$ cat src/rtl/led_seq_pkg.sv
// led_seq_pkg: mode codes, FSM encoding and helpers shared by the LED arbiter.
package led_seq_pkg;

    typedef enum logic [1:0] {
        OFF   = 2'b00,
        SOLID = 2'b01,
        BLINK = 2'b10,
        FLASH = 2'b11
    } mode_t;

    // Encoding doubles as the one-hot grant value.
    typedef enum logic [1:0] {
        IDLE   = 2'b00,
        GRANT0 = 2'b01,
        GRANT1 = 2'b10
    } state_t;

    function automatic int cnt_w(input int n);
        return n > 1 ? $clog2(n) : 1;
    endfunction

    function automatic logic [1:0] led_map(input mode_t m, input logic p);
        return m == SOLID ? 2'b11 :
               m == BLINK ? {~p, p} :
               m == FLASH ? {p, p} : 2'b00;
    endfunction

endpackage

$ cat src/rtl/led_seq_arb_tick_gen.sv
// tick_gen: blink prescaler, one-cycle tick every TICK_DIV enabled cycles.
module tick_gen
    import led_seq_pkg::*;
#(
    parameter int TICK_DIV = 50000000
) (
    input  logic CLOCK_50,
    input  logic RESET_N,
    input  logic clr,
    input  logic en,
    output logic tick
);

    localparam int TW = cnt_w(TICK_DIV);

    logic [TW-1:0] cnt;

    assign tick = en && cnt == TW'(TICK_DIV - 1);

    always_ff @(posedge CLOCK_50 or negedge RESET_N) begin
        if (!RESET_N)
            cnt <= '0;
        else if (clr)
            cnt <= '0;
        else if (en)
            cnt <= tick ? '0 : cnt + 1'b1;
    end

endmodule

$ cat src/rtl/led_seq_arb.sv
// led_seq_arb: round-robin arbiter sharing one LED pair between two requesters,
// each driving it in its own display mode for slots of TICK_DIV*SLOT_TICKS cycles.
module led_seq_arb
    import led_seq_pkg::*;
#(
    parameter int TICK_DIV   = 50000000,
    parameter int SLOT_TICKS = 4
) (
    input  logic       CLOCK_50,
    input  logic       RESET_N,
    input  logic [1:0] REQ,
    input  logic [1:0] MODE0,
    input  logic [1:0] MODE1,
    output logic [1:0] GNT,
    output logic [1:0] LED,
    output logic       BUSY
);

    localparam int SW = cnt_w(SLOT_TICKS);

    state_t        st, st_nx, other;
    logic          last, phase, phase_nx, tick, entry;
    logic          holder, hreq, oreq, end_slot;
    logic [SW-1:0] slot;
    logic [1:0]    mode_nx, led_nx;

    tick_gen #(.TICK_DIV(TICK_DIV)) u_tick (
        .CLOCK_50 (CLOCK_50),
        .RESET_N  (RESET_N),
        .clr      (entry),
        .en       (st != IDLE),
        .tick     (tick)
    );

    // entry marks every grant start, including a same-holder slot restart.
    always_comb begin
        st_nx    = st;
        entry    = 1'b0;
        holder   = st == GRANT1;
        hreq     = REQ[holder];
        oreq     = REQ[~holder];
        other    = holder ? GRANT0 : GRANT1;
        end_slot = tick && slot == SW'(SLOT_TICKS - 1);
        if (st == IDLE) begin
            entry = |REQ;
            st_nx = REQ[0] && (!REQ[1] || last) ? GRANT0 : REQ[1] ? GRANT1 : IDLE;
        end else if (!hreq) begin
            entry = oreq;
            st_nx = oreq ? other : IDLE;
        end else if (end_slot) begin
            entry = 1'b1;
            st_nx = oreq ? other : st;
        end
        phase_nx = entry ? 1'b0 : tick ? ~phase : phase;
        mode_nx  = st_nx == GRANT1 ? MODE1 : MODE0;
        led_nx   = st_nx == IDLE ? 2'b00 : led_map(mode_t'(mode_nx), phase_nx);
    end

    always_ff @(posedge CLOCK_50 or negedge RESET_N) begin
        if (!RESET_N) begin
            st    <= IDLE;
            last  <= 1'b1;
            phase <= 1'b0;
            slot  <= '0;
            GNT   <= 2'b00;
            LED   <= 2'b00;
        end else begin
            st    <= st_nx;
            phase <= phase_nx;
            slot  <= entry ? '0 : tick ? slot + 1'b1 : slot;
            GNT   <= st_nx;
            LED   <= led_nx;
            if (entry)
                last <= st_nx == GRANT1;
        end
    end

    assign BUSY = |GNT;

endmodule

$ cat config.mk
export PLATFORM = sky130hd
export DESIGN_NAME = led_seq_arb
export DESIGN_NICKNAME = d
export VERILOG_FILES = /design/src/rtl/led_seq_pkg.sv /design/src/rtl/led_seq_arb_tick_gen.sv /design/src/rtl/led_seq_arb.sv
export SDC_FILE = /design/constraint.sdc
export NUM_CORES = 1
export LEC_CHECK = 0
export BUFFER_PORTS_ARGS = -buffer_cell sky130_fd_sc_hd__buf_4
export CORE_MARGIN = 3
export CORE_UTILIZATION = 40
export CTS_CLUSTER_DIAMETER = 150
export DETAILED_ROUTE_END_ITERATION = 10
export PLACE_DENSITY = 0.64
export SLEW_MARGIN = 20
export SYNTH_ARGS = -nofsm -noshare
export SYNTH_HDL_FRONTEND = slang
export SYNTH_SLANG_ARGS = --single-unit
$ cat constraint.sdc
create_clock -name CLOCK_50 -period 2.4 [get_ports CLOCK_50]
set_clock_uncertainty 0.15 [all_clocks]
set_input_delay 0.24 -clock CLOCK_50 [delete_from_list [all_inputs] [get_ports CLOCK_50]]
set_output_delay 0.24 -clock CLOCK_50 [all_outputs]
set_load 0.02 [all_outputs]
==> results of run 1 <==
==> sequential cells by signal (all words and copies together) (netlist names) <==
register    cells
phase           1
st              2
LED             2
slot            2
last            1
u_tick.cnt     26
==> worst paths after layout <==
check / start / to / cells past startpoint
setup / recovery: u_tick.cnt[11]$_DFFE_PN0P_ / LED[0]$_DFF_PN0_ / 6
hold / removal: MODE1[0] / LED[1]$_DFF_PN0_ / 3
setup reg to reg: u_tick.cnt[11]$_DFFE_PN0P_ / LED[0]$_DFF_PN0_ / 6
hold reg to reg: slot[1]$_DFFE_PN0P_ / slot[1]$_DFFE_PN0P_ / 2
max in group asynchronous: RESET_N / last$_DFFE_PN1N_ / 2
min in group asynchronous: RESET_N / u_tick.cnt[8]$_DFFE_PN0P_ / 2
==> per-layer routing <==
metal / routed length [um] / GRT usage / vias to the layer above
li1: - / - / 840
met1: 2198 / 0.2353 / 826
met2: 2146 / 0.2857 / 17
met3: 111 / 0.03694 / 7
met4: 79 / 0.07767 / 0
met5: 0 / 0 / -
==> power groups by stage <==
| stage | Clock (mW) | Combinational, mW | Sequential (mW) |
|---|---|---|---|
| after floorplan | 0 | 0.0920 | 0.634 |
| after global placement | 0 | 0.198 | 0.627 |
| after detailed placement | 0 | 0.199 | 0.629 |
| after CTS | 0.460 | 0.202 | 0.618 |
| after global routing | 0.482 | 0.226 | 0.621 |
| final | 0.446 | 0.203 | 0.618 |
==> timing repair <==
| item | 4_1_cts | 5_1_grt |
|---|---|---|
| gates cloned | 0 | 0 |
| pin swaps | 2 | 6 |
| buffers inserted | 0 | 0 |
| hold buffers | 1 | 0 |
| resized for setup | 2 | 8 |
| endpoints found under the hold margin | 33 | 0 |
| endpoints found under the setup margin | 3 | 4 |
==> tightest hold or removal path: cells and delay by family <==
family | cells | cell delay [ps]
AOI/OAI and AO/OA | 1 | 110
xor gates and xnor gates | 1 | 60
buffers and inverters | 1 | 90
==> area by class of cell <==
type	count	area (sq um)	share of cell area
Clock inverter	1	5.005	0.002104
Multi-Input combinational cell	169	1089	0.4577
Timing Repair Buffer	31	247.7	0.1042
Clock buffer	7	86.33	0.03630
Sequential cell	34	852.1	0.3582
Inverter	9	33.78	0.01420
Tap cell	52	65.06	0.02735
==> synthesized netlist by cell type (2+ instances only) <==
cell type | number | area (sq um)
nand3_1 | 15 | 75.07
ha_1 | 2 | 25.02
a21oi_1 | 10 | 50.05
nor4_1 | 4 | 25.02
or3_1 | 5 | 31.28
o21ai_0 | 10 | 50.05
and4_1 | 5 | 43.79
clkbuf_1 | 6 | 22.52
o211ai_1 | 2 | 15.01
nor2_1 | 34 | 127.6
nor3_1 | 6 | 30.03
dfrtp_1 | 33 | 825.8
and3_1 | 2 | 12.51
inv_1 | 9 | 33.78
or4_4 | 2 | 22.52
xnor2_1 | 11 | 96.34
nand2_1 | 19 | 71.32
mux2_2 | 2 | 22.52
nand4_1 | 9 | 56.30
xor2_1 | 11 | 96.34
==> stage by stage <==
step	utilization	total power, mW
finish	0.5281	1.267
global route	0.5281	1.330
CTS	0.5189	1.280
detailed placement	0.4931	0.8280
global placement	0.4931	0.8249
floorplan	-	0.7264
==> cells by family after synthesis <==
kind of cell    count (synthesis)  synth area share
xor+xnor                       22           0.09929
fa+ha+maj                       2           0.01289
buf+inv                        15           0.02901
flops                          34            0.4391
compound gates                 31            0.1019
simple gates                  111            0.3011
mux                             3           0.01676
==> results.toml, run 1 <==
[yosys]
syn_avg_cell_area_sq_um = 8.902
yosysSeqAreaShare = 0.4391
syn_nets = 228
netlist-cell-type-count = 41
synth_seq_cells = 34
synth_edf_count = 0
yosys_warnings = 0
synthesis.area_sq_um = 1941
async_reset_ff_frac = 1.000
synth_ff_type = "dfrtp_1"
syn_inst = 218

[die]
die_w_um = 75.65
core_area_sq_um = 4504
num_io_pins = 13
die_y_um = 75.65
num_rows = 24
dieArea_sq_um = 5723
start_util = 0.4308

[power_and_ir_drop]
power.density_nw_per_um2 = 532.6
pwr-share-seq = 0.488
p_switching_mw = 0.3490
p_leak_nw = 1.007
switching_share = 0.2755
p_int_mw = 0.9178
comb_power_share = 0.160
p_clk_frac = 0.352
vdd_ir_drop_max_uv = 387.5

[layout]
fillCellCount = 439
syn_to_final_growth_pct = 22.57
stdcell_area_sq_um = 2379
nets = 260
final_cell_mix = "nor2_1, dfrtp_1, buf_4, nand2_1, nand3_1"
layout-drive-gt1-share = 0.2151
finalNonFillerCells = 303
final_common_cell = "nor2_1"
diodes = 0

[detailed_routing]
wl_per_cell_um = 14.97
post-route-drc-count = 0
vias = 1690
first_pass_iters = 4
initialDrtViolationCount = 87
wl_um = 4536
antenna_left = 0
vias_per_cell = 5.578

[cts]
clock-sinks = 34
clock-root-buffer = "clkbuf_8"
clockBufferDepth = 2
cts_tree = "done"
htree_num_levels = 2
path_clk_slew_ps = 70
numCtsBuffers = 5
clk-insertion-delay-late_ps = 300

[sta]
setup_ws_ps = 27.27
tightest_slew_ps = 431.5
min_period_over_period = 0.9886
min_period_ps = 2373
hold_viol_final = 0
fmax_mhz = 421.5
finalSetupViolations = 0
whs_ps = 89.87
setup_tns_ps = 0
relSlewSlack = 0.7123
rsz0062_at_grt = "true"
final_max_slew_viol_count = 0

[critical_path]
path_cells = "or4_4 -> or4_4 -> o211ai_4 -> nand3_2 -> a211o_1 -> o211a_1"
startpoint_type = "flop"
end_kind = "flop"
r2r_setup_slack_ps = 30
worstPathRequired_ps = 2440
worst_path_most_repeated_cell = "or4_4"
crit_path_max_fanout = 3
cp_slowest_cell = "or4_4"
cpPeakStageDelay_ps = 560
arrival_ps = 2410
critical_path.top_delay_family = "simple AND/OR/NAND/NOR gates"
path_buf_inv = 0
crit_type = "flop to flop"

[outcome]
status = "complete, no violations"

[global_route]
grt.overflow.total = 0
grt_use_total = 0.1791
grt_pass1_wl_um = 7714
antenna_found_initial = 0
grt_max_degree = 35
grt_pass1_vias = 1691

[place]
place_hpwl_um = 3291
gp_congestion = 0.8275
port_buffers = 12
pre_cts_ws_ps = -10.56
dp_cells = 294
placed_area_sq_um = 2221

[hold_path]
hold_class = "input pin to flop"

[run]
max_cap_viol_count = 0
No activity file was read; power rests on OpenSTA's default activity.
==> inputs of run 2 (changes only) <==
MAX_ROUTING_LAYER = met4   (was not set)
==> results.toml, run 2 (synthesis results as in run 1) <==
[outcome]
status = "complete, no violations"

[critical_path]
crit_type = "flop to flop"
path_cells = "or4_4 -> or4_4 -> o211ai_4 -> nand3_2 -> a211o_1 -> o211a_1"
reg2reg_from = "u_tick.cnt[11]$_DFFE_PN0P_"
worstPathRequired_ps = 2440
end_kind = "flop"
reg2reg_depth = 6
worst_path_most_repeated_cell = "or4_4"
crit_path_max_fanout = 3
arrival_ps = 2410
startpoint_type = "flop"
r2r-end = "LED[0]$_DFF_PN0_"
r2r_setup_slack_ps = 30
cpPeakStageDelay_ps = 560
cp_slowest_cell = "or4_4"

[detailed_routing]
initialDrtViolationCount = 88
wl_per_cell_um = 14.93
vias_per_cell = 5.558
vias = 1684
first_pass_iters = 4
post-route-drc-count = 0
antenna_left = 0
wl_um = 4525

[global_route]
antenna_found_initial = 0
grt.overflow.total = 0
grt_max_degree = 35
grt_use_total = 0.1851
grt_pass1_vias = 1681
grt_pass1_wl_um = 7714

[die]
die_y_um = 75.65
dieArea_sq_um = 5723
num_rows = 24
start_util = 0.4308
die_w_um = 75.65
num_io_pins = 13
core_area_sq_um = 4504

[run]
max_cap_viol_count = 0

[sta]
rsz0062_at_grt = "true"
fmax_mhz = 421.4
finalSetupViolations = 0
relSlewSlack = 0.7112
min_period_ps = 2373
final_max_slew_viol_count = 0
hold_viol_final = 0
min_period_over_period = 0.9887
tightest_slew_ps = 433.2

[power_and_ir_drop]
total_power_mw = 1.264
power.density_nw_per_um2 = 531.3
p_leak_nw = 1.007
vdd_ir_drop_max_uv = 390.3

[hold_path]
hold_class = "input pin to flop"
hold_path_end = "LED[1]$_DFF_PN0_"
worstHoldStart = "MODE1[0]"
min_path_cells = 3

[layout]
syn_to_final_growth_pct = 22.57
layout-drive-gt1-share = 0.2151
stdcell_area_sq_um = 2379
regMostFlops = "u_tick.cnt"
fillCellCount = 439
final_util = 0.5281
diodes = 0
largest_reg_flops = 26
nets = 260
final_cell_mix = "nor2_1, dfrtp_1, buf_4, nand2_1, nand3_1"
final_common_cell = "nor2_1"
finalNonFillerCells = 303

[place]
placed_area_sq_um = 2221
dp_cells = 294
gp_congestion = 0.8401
port_buffers = 12
place_hpwl_um = 3291

[cts]
htree_num_levels = 2
numCtsBuffers = 5
clk-insertion-delay-late_ps = 290
clockBufferDepth = 2
post_cts_buffers = 0
cts_tree = "done"
path_clk_slew_ps = 70
clock-sinks = 34
clock-root-buffer = "clkbuf_8"
-- run 2: cell counts in the layout (fill, tap and decap cells not counted) --
No cell type changed its count.
-- run 2: how the worst max path moves through the flow --
stage | end | slack (ps) | depth (start not counted) | start
after floorplan | LED[0]$_DFF_PN0_ | 10 | 6 | u_tick.cnt[9]$_DFFE_PN0P_
after global placement | LED[0]$_DFF_PN0_ | 1 | 6 | u_tick.cnt[8]$_DFFE_PN0P_
after detailed placement | LED[0]$_DFF_PN0_ | -10 | 6 | u_tick.cnt[8]$_DFFE_PN0P_
after CTS | LED[0]$_DFF_PN0_ | 30 | 6 | u_tick.cnt[8]$_DFFE_PN0P_
after global routing | LED[0]$_DFF_PN0_ | -20 | 6 | u_tick.cnt[13]$_DFFE_PN0P_
final | LED[0]$_DFF_PN0_ | 30 | 6 | u_tick.cnt[11]$_DFFE_PN0P_
-- run 2: final cells by class --
type                       instances  area (sq um)  share of cell area
sequential                        34         852.1              0.3582
tap                               52         65.06             0.02735
clock buffer                       7         86.33             0.03630
clock inverter                     1         5.005            0.002104
inverter                           9         33.78             0.01420
multi-input combinational        169          1089              0.4577
timing repair buffer              31         247.7              0.1042
-- run 2: repair_timing --
action	4_1_cts	5_1_grt
pin swaps	2	6
endpoints found under the hold margin	33	0
setup endpoints to repair	3	4
gates resized for setup	2	8
hold buffers	1	0
-- run 2: stage by stage --
stage | setup WS [ps] | setup TNS [ps] | hold slack (ps)
6_report | 27.03 | 0 | 95.93
5_1_grt | -22.49 | -36.36 | 93.81
4_1_cts | 27.86 | 0 | 84.94
3_5_place_dp | -10.56 | -14.81 | 68.93
3_3_place_gp | 1.394 | 0 | 66.04
2_1_floorplan | 10.80 | 0 | -205.6
-- run 2: power breakdown --
group | internal, mW | leakage [nW] | switching, mW | total [mW]
combinational | 0.0897 | 0.496 | 0.113 | 0.203
clock | 0.231 | 0.0482 | 0.212 | 0.443
sequential | 0.597 | 0.463 | 0.0209 | 0.618
total | 0.918 | 1.01 | 0.346 | 1.26
-- run 2: worst max-delay path: cells and delay by family (launching register included) --
| kind | cells | cell delay [ps] |
|---|---|---|
| and+or+nand+nor | 3 | 1110 |
| DFF | 1 | 390 |
| AOI/OAI and AO/OA | 3 | 610 |
-- run 2: routing by layer --
| metal | up-vias | track usage | share of wire |
|---|---|---|---|
| met5 | - | - | 0 |
| met4 | 0 | 0.06019 | 0.010 |
| met3 | 7 | 0.05277 | 0.026 |
| met2 | 19 | 0.2867 | 0.47 |
| met1 | 820 | 0.2337 | 0.49 |
| li1 | 838 | - | - |
